===== config.mk =====
export PLATFORM = sky130hd
export DESIGN_NAME = elevator_scan_ctrl_flat
export DESIGN_NICKNAME = d
export VERILOG_FILES = /design/src/rtl/elevator_scan_if.sv /design/src/rtl/elevator_scan_ctrl.sv /design/src/flat_wrapper.sv
export SDC_FILE = /design/constraint.sdc
export NUM_CORES = 1
export LEC_CHECK = 0
export BUFFER_PORTS_ARGS = -buffer_cell sky130_fd_sc_hd__buf_2
export CAP_MARGIN = 30
export CORE_ASPECT_RATIO = 1.25
export CORE_UTILIZATION = 63
export CTS_CLUSTER_DIAMETER = 50
export DETAILED_ROUTE_END_ITERATION = 8
export PLACE_DENSITY = 0.83
export SLEW_MARGIN = 20
export SYNTH_ARGS = -nofsm -noshare
export SYNTH_HDL_FRONTEND = slang
export SYNTH_SLANG_ARGS = --single-unit

===== constraint.sdc =====
create_clock -name clk -period 6.4 [get_ports clk]
set_input_delay 1.28 -clock clk [delete_from_list [all_inputs] [get_ports clk]]
set_output_delay 1.28 -clock clk [all_outputs]
set_load 0.01 [all_outputs]

===== src/rtl/elevator_scan_if.sv =====
// Request/status bundle between button logic, the SCAN controller
// and the motor/door drivers.
interface elevator_scan_if #(
  parameter int NUM_FLOORS = 8
) ();
  localparam int POS_W = $clog2(NUM_FLOORS);

  logic [NUM_FLOORS-1:0] req;
  logic [POS_W-1:0]      floor_pos;
  logic [NUM_FLOORS-1:0] pending;
  logic                  moving_up;
  logic                  moving_down;
  logic                  door_open;
  logic                  arrive;

  modport master (
    output req,
    input  floor_pos,
    input  pending,
    input  moving_up,
    input  moving_down,
    input  door_open,
    input  arrive
  );

  modport slave (
    input  req,
    output floor_pos,
    output pending,
    output moving_up,
    output moving_down,
    output door_open,
    output arrive
  );
endinterface


===== src/rtl/elevator_scan_ctrl.sv =====
// N-floor elevator controller: sticky requests, SCAN scheduling,
// timed floor travel and door dwell. All outputs registered.
module elevator_scan_ctrl #(
  parameter int NUM_FLOORS  = 8,
  parameter int FLOOR_TICKS = 4,
  parameter int DOOR_TICKS  = 6
) (
  input logic            clk,
  input logic            reset,
  elevator_scan_if.slave bus
);
  localparam int POS_W = $clog2(NUM_FLOORS);
  localparam int FT_W  = $clog2(FLOOR_TICKS + 1);
  localparam int DT_W  = $clog2(DOOR_TICKS + 1);
  localparam logic [FT_W-1:0] FT_LAST = FT_W'(FLOOR_TICKS - 1);
  localparam logic [DT_W-1:0] DT_LAST = DT_W'(DOOR_TICKS - 1);

  typedef enum logic [1:0] {
    IDLE,
    MOVE_UP,
    MOVE_DN,
    DOOR
  } state_t;

  state_t                state_q, state_d;
  logic [POS_W-1:0]      floor_q, floor_d;
  logic [NUM_FLOORS-1:0] pending_q, pending_d;
  logic [FT_W-1:0]       travel_q, travel_d;
  logic [DT_W-1:0]       door_cnt_q, door_cnt_d;
  logic                  last_dir_q, last_dir_d;
  logic                  mv_up_q, mv_up_d;
  logic                  mv_dn_q, mv_dn_d;
  logic                  door_q, door_d;
  logic                  arrive_q, arrive_d;

  logic [NUM_FLOORS-1:0] eff;
  logic [NUM_FLOORS-1:0] above_m;
  logic [NUM_FLOORS-1:0] below_m;
  logic                  above;
  logic                  below;
  logic                  go_fwd;
  logic                  go_rev;
  logic                  go_up;
  logic [POS_W-1:0]      floor_up;
  logic [POS_W-1:0]      floor_dn;

  always_comb begin
    for (int i = 0; i < NUM_FLOORS; i++) begin
      above_m[i] = (i > int'(floor_q));
      below_m[i] = (i < int'(floor_q));
    end
  end

  // last_dir: 1 = up. go_up picks the SCAN direction.
  assign eff      = pending_q | bus.req;
  assign above    = |(eff & above_m);
  assign below    = |(eff & below_m);
  assign go_fwd   = last_dir_q ? above : below;
  assign go_rev   = last_dir_q ? below : above;
  assign go_up    = go_fwd ? last_dir_q : ~last_dir_q;
  assign floor_up = floor_q + 1'b1;
  assign floor_dn = floor_q - 1'b1;

  always_comb begin
    state_d    = state_q;
    floor_d    = floor_q;
    pending_d  = eff;
    travel_d   = travel_q;
    door_cnt_d = door_cnt_q;
    last_dir_d = last_dir_q;
    mv_up_d    = 1'b0;
    mv_dn_d    = 1'b0;
    door_d     = 1'b0;
    arrive_d   = 1'b0;
    unique case (state_q)
      IDLE: begin
        if (eff[floor_q]) begin
          state_d            = DOOR;
          door_d             = 1'b1;
          arrive_d           = 1'b1;
          door_cnt_d         = '0;
          pending_d[floor_q] = 1'b0;
        end else if (go_fwd || go_rev) begin
          state_d    = go_up ? MOVE_UP : MOVE_DN;
          mv_up_d    = go_up;
          mv_dn_d    = ~go_up;
          last_dir_d = go_up;
          travel_d   = '0;
        end
      end
      MOVE_UP: begin
        if (travel_q != FT_LAST) begin
          travel_d = travel_q + 1'b1;
          mv_up_d  = 1'b1;
        end else begin
          floor_d  = floor_up;
          travel_d = '0;
          if (eff[floor_up]) begin
            state_d             = DOOR;
            door_d              = 1'b1;
            arrive_d            = 1'b1;
            door_cnt_d          = '0;
            pending_d[floor_up] = 1'b0;
          end else begin
            mv_up_d = 1'b1;
          end
        end
      end
      MOVE_DN: begin
        if (travel_q != FT_LAST) begin
          travel_d = travel_q + 1'b1;
          mv_dn_d  = 1'b1;
        end else begin
          floor_d  = floor_dn;
          travel_d = '0;
          if (eff[floor_dn]) begin
            state_d             = DOOR;
            door_d              = 1'b1;
            arrive_d            = 1'b1;
            door_cnt_d          = '0;
            pending_d[floor_dn] = 1'b0;
          end else begin
            mv_dn_d = 1'b1;
          end
        end
      end
      DOOR: begin
        // A call at the open floor holds the door instead of latching.
        pending_d[floor_q] = 1'b0;
        if (bus.req[floor_q]) begin
          door_cnt_d = '0;
          door_d     = 1'b1;
        end else if (door_cnt_q != DT_LAST) begin
          door_cnt_d = door_cnt_q + 1'b1;
          door_d     = 1'b1;
        end else if (go_fwd || go_rev) begin
          state_d    = go_up ? MOVE_UP : MOVE_DN;
          mv_up_d    = go_up;
          mv_dn_d    = ~go_up;
          last_dir_d = go_up;
          travel_d   = '0;
          door_cnt_d = '0;
        end else begin
          state_d    = IDLE;
          door_cnt_d = '0;
        end
      end
      default: state_d = IDLE;
    endcase
  end

  always_ff @(posedge clk or negedge reset) begin
    if (!reset) begin
      state_q    <= IDLE;
      floor_q    <= '0;
      pending_q  <= '0;
      travel_q   <= '0;
      door_cnt_q <= '0;
      last_dir_q <= 1'b1;
      mv_up_q    <= 1'b0;
      mv_dn_q    <= 1'b0;
      door_q     <= 1'b0;
      arrive_q   <= 1'b0;
    end else begin
      state_q    <= state_d;
      floor_q    <= floor_d;
      pending_q  <= pending_d;
      travel_q   <= travel_d;
      door_cnt_q <= door_cnt_d;
      last_dir_q <= last_dir_d;
      mv_up_q    <= mv_up_d;
      mv_dn_q    <= mv_dn_d;
      door_q     <= door_d;
      arrive_q   <= arrive_d;
    end
  end

  assign bus.floor_pos   = floor_q;
  assign bus.pending     = pending_q;
  assign bus.moving_up   = mv_up_q;
  assign bus.moving_down = mv_dn_q;
  assign bus.door_open   = door_q;
  assign bus.arrive      = arrive_q;
endmodule


===== src/flat_wrapper.sv =====
// flat-port wrapper written by rule: the top's interface ports become plain ports
module elevator_scan_ctrl_flat 
#(
  parameter int NUM_FLOORS  = 8,
  parameter int FLOOR_TICKS = 4,
  parameter int DOOR_TICKS  = 6
)
  (clk, reset, bus_req, bus_floor_pos, bus_pending, bus_moving_up, bus_moving_down, bus_door_open, bus_arrive);
  elevator_scan_if #(.NUM_FLOORS(NUM_FLOORS)) bus_i ();
  input logic clk;
  input logic reset;
  input wire logic [$bits(bus_i.req)-1:0] bus_req;
  output wire logic [$bits(bus_i.floor_pos)-1:0] bus_floor_pos;
  output wire logic [$bits(bus_i.pending)-1:0] bus_pending;
  output wire logic [$bits(bus_i.moving_up)-1:0] bus_moving_up;
  output wire logic [$bits(bus_i.moving_down)-1:0] bus_moving_down;
  output wire logic [$bits(bus_i.door_open)-1:0] bus_door_open;
  output wire logic [$bits(bus_i.arrive)-1:0] bus_arrive;
  assign bus_i.req = bus_req;
  assign bus_floor_pos = bus_i.floor_pos;
  assign bus_pending = bus_i.pending;
  assign bus_moving_up = bus_i.moving_up;
  assign bus_moving_down = bus_i.moving_down;
  assign bus_door_open = bus_i.door_open;
  assign bus_arrive = bus_i.arrive;
  elevator_scan_ctrl #(.NUM_FLOORS(NUM_FLOORS), .FLOOR_TICKS(FLOOR_TICKS), .DOOR_TICKS(DOOR_TICKS)) u_core (.clk(clk), .reset(reset), .bus(bus_i));
endmodule

## Yosys cells after proc, flatten, opt, wreduce, memory -nomap -nowiden

Index checks and enable logic that the tools add are counted.

- Bits in registers: 24
- Input bits: 10
- Output and inout bits: 15
- Word-level logic and storage cells: 153

- Add/sub/neg operators: 4
- Order comparisons: 20
- Equality and inequality tests: 14
- Muxes and demuxes: 79
- Bitwise operators: 11
- Reductions and logical operators: 15

Operators by type and width:

| cell | number |
|---|---|
| 3-bit two-way mux | 14 |
| 8-bit two-way mux | 5 |
| 1-bit two-way mux | 33 |
| 8-bit AND | 4 |
| 8-bit one-hot mux with 4 select lines | 1 |
| 8-bit NOT | 3 |
| 2-bit two-way mux | 10 |
| 8-bit OR reduction | 2 |
| 1-bit binary-select mux with 3-bit select | 4 |
| 3-bit greater-than comparator (first input constant) | 4 |
| 3-bit by 4-bit < comparator with 1-bit output (second input constant) | 3 |
| 3-bit one-hot mux with 4 select lines | 1 |
| 2-bit inequality test (second input constant) | 5 |
| 3-bit by 1-bit adder with 3-bit output (second input constant) | 3 |
| 1-bit demux with 3-bit select | 3 |
| 3-bit by 1-bit greater-or-equal comparator with 1-bit output (second input constant) | 3 |
| 3-bit < comparator (first input constant) | 3 |
| 1-bit one-hot mux with 3 select lines | 3 |
| 3-bit one-hot mux with 3 select lines | 1 |
| 8-bit by 7-bit AND with 8-bit output | 1 |
| 8-bit OR | 1 |
| 2-bit one-hot mux with 4 select lines | 1 |
| 7-bit AND reduction | 1 |
| 2-bit by 3-bit greater-than comparator with 1-bit output (first input constant) | 2 |
| 22 further kinds | 32 |

## Logic depth before layout (Yosys ltp)

- Depth after elaboration: 10
- Gate-level depth with buffers: 10
- Gate-level depth less buffers: 8

## Worst setup path before layout

OpenSTA, ideal clock, no wires.

- Path type: input port to flip-flop
- Start point: input bus_req[4]
- End point: register u_core.state_q[0]
- Setup time: 80 ps
- Data arrival time: 2851 ps
- Required time: 6320 ps
- Setup slack: 3469 ps
- Cell stages on the path: 6
- Path buffers: 0
- Cell sequence: nor2_1 -> a21boi_0 -> o21ai_0 -> nand3_1 -> o311ai_0 -> mux2i_1

- Longest elaborated chain between the ends: 10
- Elaborated cells on any way between the ends: 29
- Those cells by class: 4 x eq/ne; 18 x mux; 3 x bitwise; 4 x reduce/logical

Ends and longest elaborated chain:

| element | line | RTL |
|---|---|---|
| start, declared | flat_wrapper.sv:12 | `input wire logic [$bits(bus_i.req)-1:0] bus_req;` |
| 8-bit OR | elevator_scan_ctrl.sv:55 | `assign eff = pending_q \| bus.req;` |
| 8-bit by 7-bit AND with 8-bit output / 8-bit AND (equally long branches) | elevator_scan_ctrl.sv:57, elevator_scan_ctrl.sv:56 |  |
| 8-bit OR reduction (on tied branches) | elevator_scan_ctrl.sv:57, elevator_scan_ctrl.sv:56 |  |
| 1-bit two-way mux | elevator_scan_ctrl.sv:58 | `assign go_fwd = last_dir_q ? above : below;` |
| 1-bit two-way mux | elevator_scan_ctrl.sv:60 | `assign go_up = go_fwd ? last_dir_q : ~last_dir_q;` |
| 2-bit two-way mux | elevator_scan_ctrl.sv:84, elevator_scan_ctrl.sv:137 |  |
| 2-bit two-way mux | elevator_scan_ctrl.sv:136 | `end else if (go_fwd \|\| go_rev) begin` |
| 2-bit two-way mux | elevator_scan_ctrl.sv:133 | `end else if (door_cnt_q != DT_LAST) begin` |
| 2-bit two-way mux | elevator_scan_ctrl.sv:130 | `if (bus.req[floor_q]) begin` |
| 2-bit one-hot mux with 4 select lines | elevator_scan_ctrl.sv:75 | `unique case (state_q)` |
| end signal, assigned | elevator_scan_ctrl.sv:165 | `state_q <= state_d;` |
| end, declared | elevator_scan_ctrl.sv:25 | `state_t state_q, state_d;` |

Parallel ways exist; a longest one is shown, timed or not. The select of a mux whose other input is x is not followed.
A chain may end at the register's enable or synchronous reset.

## Worst setup path after layout

- Start point: register u_core.floor_q[1], in the netlist u_core.bus.floor_pos[1]
- End point: register u_core.state_q[1]

- Longest elaborated chain between the ends: 10
- Elaborated cells on any way between the ends: 44
- Those cells by class: 2 x add/sub; 14 x order compare; 4 x eq/ne; 18 x mux; 2 x bitwise; 4 x reduce/logical

Ends and longest elaborated chain:

| element | line | RTL |
|---|---|---|
| start, declared | elevator_scan_ctrl.sv:26 | `logic [POS_W-1:0] floor_q, floor_d;` |
| start signal, assigned | elevator_scan_ctrl.sv:166 | `floor_q <= floor_d;` |
| 1-bit by 3-bit < comparator with 1-bit output (tied with other cells) | elevator_scan_ctrl.sv:50 | `below_m[i] = (i < int'(floor_q));` |
| 8-bit by 7-bit AND with 8-bit output / 8-bit AND (equally long branches) | elevator_scan_ctrl.sv:57, elevator_scan_ctrl.sv:56 |  |
| 8-bit OR reduction (on tied branches) | elevator_scan_ctrl.sv:57, elevator_scan_ctrl.sv:56 |  |
| 1-bit two-way mux | elevator_scan_ctrl.sv:58 |  |
| 1-bit two-way mux | elevator_scan_ctrl.sv:60 |  |
| 2-bit two-way mux | elevator_scan_ctrl.sv:84, elevator_scan_ctrl.sv:137 |  |
| 2-bit two-way mux | elevator_scan_ctrl.sv:136 |  |
| 2-bit two-way mux | elevator_scan_ctrl.sv:133 |  |
| 2-bit two-way mux | elevator_scan_ctrl.sv:130 |  |
| 2-bit one-hot mux with 4 select lines | elevator_scan_ctrl.sv:75 |  |

Parallel ways exist; a longest one is shown, timed or not. The select of a mux whose other input is x is not followed.

==> metrics.cfg <==
[grt]
antenna_found_initial=0
grt_pass1_wl_um=8963
grt_max_degree=34
overflow=0
grt_util_all_layers_pct=34.50
grt_pass1_vias=1842

[clocking]
cts_buffers=3
cts_root_buf=clkbuf_8
clk_path_buf_depth=2
clk_pin_slew_ps=90
cts.sink_count=24
htreeDepth=1
clk_latency_ps=270
cts_tree=done
cts_resized=0
postCtsSetupBuffers=0
hold_buffers=0

[placement]
dpl_worst_slack_ps=2996
portBuffers=24
place_congestion=0.9621
dpl.hpwl_um=4093
dpl_cell_area_mm2=0.002240

[worst_setup_path]
worst-endpoint-arrival_ps=3620
crit_type=flip-flop to flip-flop
crit_path_end_kind=flip-flop
critPathRequiredTime_ps=6540
cp_top_family=compound AO/OA/AOI/OAI gates
regToRegStartpoint=u_core.bus.floor_pos[1]$_DFFE_PN0P_
crit_chain=inv_1 > ha_1 > xor2_2 > mux4_2 > o22a_4 > a22oi_1 > o311ai_0 > mux2i_1
cp-start-kind=flip-flop
slowest_stage=dfrtp_1
cp_num_buf_inv=1
ff2ff_setup_slack_ps=2920
cp_max_fo=19
worst-r2r-cell-count=8
slowest_delay_ps=770
r2r-end=u_core.state_q[1]$_DFFE_PN0P_

[sta]
finalWorstSetupSlack_ps=2923
max_slew.worst_pin.slew_ps=872.8
setup_viol=0
rsz0062_at_grt=false
slew_headroom_pct=41.81
fmax_mhz=287.6
clock_skew_ps=3.441
final_hold_viol_count=0
fin_tns_setup_ps=0
maxSlewViolCount=0
whs_ps=504.2
period_share_pct=54.32
min_period_ps=3477

[logic_synthesis]
async_reset_ff_share_pct=100.0
synth-edff-count=0
synthCells=249
syn_area_mm2=0.002143
syn_nets=270
synth-main-ff-cell=dfrtp_1
synth_warnings=0
syn_area_per_cell_um2=8.608
synth.distinct_cells=63
ys_seq_elements=24
yosysSeqAreaShare_pct=28.08

[route]
antenna_left=0
vias=2136
detail_route.wirelength_um=5887
viasPerCell=7.120
wl_per_cell_um=19.62
drc=0
initialDrtViolationCount=172
drt-pass1-iter-count=5

[final_layout]
nets=285
diodes=0
area_growth_pct=7.823
drive_above_1_share_pct=17.11
final_area_mm2=0.002311

[job]
cap_viol_max_count=0

[floorplan]
die_h_um=67.21
core.rowCount=23
core_mm2=0.003223
die-area_mm2=0.003641
initial_core_util_pct=66.50
die_x_um=54.17
boundaryPins=25

[hold_path]
holdPathStages=1
holdPathEnd=u_core.travel_q[1]$_DFFE_PN0P_
hold_class=flip-flop to flip-flop
hp-start=u_core.travel_q[1]$_DFFE_PN0P_

[power_and_ir_drop]
peakVddDrop_mv=0.4598
p_total_w=0.001336
power_frac_clock_pct=10.3
internal-power_w=0.0006541
swShare_pct=51.06
p_leak_nw=0.9239
p_seq_share_pct=21.4
power_frac_comb_pct=68.3
p_sw_w=0.0006824
power_density_mw_per_mm2=578.3

[run_status]
status=complete, no violations

==> cell type report <==
cell class	count	area, um^2
Fill cell	269	912.1
Sequential cell	24	601.8
Inverter	9	33.78
Clock buffer	3	41.29
Clock inverter	1	30.03
Multi-Input combinational cell	201	1430
Timing Repair Buffer	25	127.6
Tap cell	37	46.29
==> metal layers <==
metal | global-route usage (%) | wire length, um | vias to the layer above
li1 | - | - | 989
met1 | 45.20 | 2323 | 1008
met2 | 58.23 | 2893 | 122
met3 | 3.153 | 497 | 17
met4 | 11.54 | 172 | 0
met5 | 0 | 0 | -
==> power groups by stage <==
| stage | sequential, W | clock (W) | combinational [W] |
|---|---|---|---|
| final | 0.000286 | 0.000137 | 0.000913 |
| after global routing | 0.000296 | 0.000144 | 0.000994 |
| after floorplan | 0.000281 | 0 | 0.000692 |
| after CTS | 0.000285 | 0.000141 | 0.000896 |
| after global placement | 0.000285 | 0 | 0.000878 |
| after detailed placement | 0.000288 | 0 | 0.000889 |
==> cell families after synthesis <==
| group | share of synthesized area (%) |
|---|---|
| mux | 7.589 |
| fa+ha+maj | 6.421 |
| flops | 28.08 |
| xor+xnor | 1.168 |
| buf+inv | 5.195 |
| simple gates | 19.91 |
| compound gates | 31.64 |
==> worst register-to-register path, delay by kind of cell (launching register included) <==
family                     cells  cell delay, ps
DFF                            1             770
xor gates and xnor gates       1             390
muxes                          2             760
AOI/OAI and AO/OA              3             780
buffers and inverters          1             300
adders and majority gates      1             330
==> through the flow <==
step	std cells	utilization, %
final	300	71.70
after floorplan	249	-
after global routing	300	71.70
after global placement	296	69.49
after detailed placement	296	69.49
after CTS	300	71.70
==> cell usage in the layout, fill, tap and decap left out, drive strengths merged, types with 2 or more instances in the layout <==
cell type  count
a22oi          2
o22ai          9
nand2         16
inv            9
o21ai         13
nand2b         5
a221oi         8
nor3           5
o31ai          5
and2           4
buf           25
nor2          22
nor2b          9
o32ai          2
dfrtp         23
a211oi         2
a22o           3
nand3          6
nor4           3
a32o           3
nand3b         3
and3           2
a21oi         21
a32oi          2
o21bai         5
clkbuf         3
mux2           2
a31oi          4
nor4b          2
o311ai         3
mux4           4
mux2i          5
ha            11
==> sequential cells by signal (all words and copies together) (netlist names) <==
| name | cells |
|---|---|
| u_core.bus.arrive | 1 |
| u_core.travel_q | 3 |
| u_core.bus.pending | 8 |
| u_core.last_dir_q | 1 |
| u_core.bus.moving_up | 1 |
| u_core.bus.moving_down | 1 |
| u_core.bus.floor_pos | 3 |
| u_core.bus.door_open | 1 |
| u_core.state_q | 2 |
| u_core.door_cnt_q | 3 |
==> worst max path at each step <==
stage | from | to | slack, ps | depth (start not counted)
6_report | u_core.bus.floor_pos[1]$_DFFE_PN0P_ | u_core.state_q[1]$_DFFE_PN0P_ | 2920 | 8
3_3_place_gp | u_core.bus.floor_pos[1]$_DFFE_PN0P_ | u_core.door_cnt_q[1]$_DFFE_PN0P_ | 3060 | 8
3_5_place_dp | u_core.bus.floor_pos[1]$_DFFE_PN0P_ | u_core.door_cnt_q[1]$_DFFE_PN0P_ | 3000 | 8
4_1_cts | u_core.bus.floor_pos[1]$_DFFE_PN0P_ | u_core.state_q[1]$_DFFE_PN0P_ | 2950 | 8
2_1_floorplan | bus_req[4] | u_core.state_q[0]$_DFFE_PN0P_ | 3470 | 6
5_1_grt | u_core.bus.floor_pos[1]$_DFFE_PN0P_ | u_core.state_q[0]$_DFFE_PN0P_ | 2760 | 8
==> synthesized netlist by cell type, types with 2 or more instances <==
| cell | count | area share, % |
|---|---|---|
| a211oi_1 | 2 | 0.70 |
| a21oi_1 | 21 | 4.9 |
| a221oi_1 | 7 | 2.9 |
| a22o_1 | 3 | 1.2 |
| a22oi_1 | 2 | 0.70 |
| a31oi_1 | 4 | 1.2 |
| a32o_1 | 3 | 1.4 |
| a32oi_1 | 2 | 0.82 |
| and2_1 | 3 | 0.88 |
| and3_1 | 2 | 0.58 |
| buf_2 | 2 | 0.47 |
| buf_6 | 2 | 1.1 |
| clkbuf_1 | 9 | 1.6 |
| dfrtp_1 | 23 | 27 |
| ha_1 | 11 | 6.4 |
| inv_1 | 8 | 1.4 |
| mux2_2 | 2 | 1.1 |
| mux2i_1 | 5 | 2.3 |
| mux4_2 | 4 | 4.2 |
| nand2_1 | 16 | 2.8 |
| nand2b_1 | 5 | 1.5 |
| nand3_1 | 6 | 1.4 |
| nand3b_1 | 3 | 1.1 |
| nor2_1 | 22 | 3.9 |
| nor2b_1 | 8 | 2.3 |
| nor3_1 | 5 | 1.2 |
| nor4_1 | 3 | 0.88 |
| nor4b_1 | 2 | 0.82 |
| o21ai_0 | 12 | 2.8 |
| o21bai_1 | 5 | 1.8 |
| o22ai_1 | 9 | 2.6 |
| o311ai_0 | 2 | 0.82 |
| o31ai_1 | 5 | 1.8 |
| o32ai_1 | 2 | 0.82 |
Power figures use the tool's default switching activity.
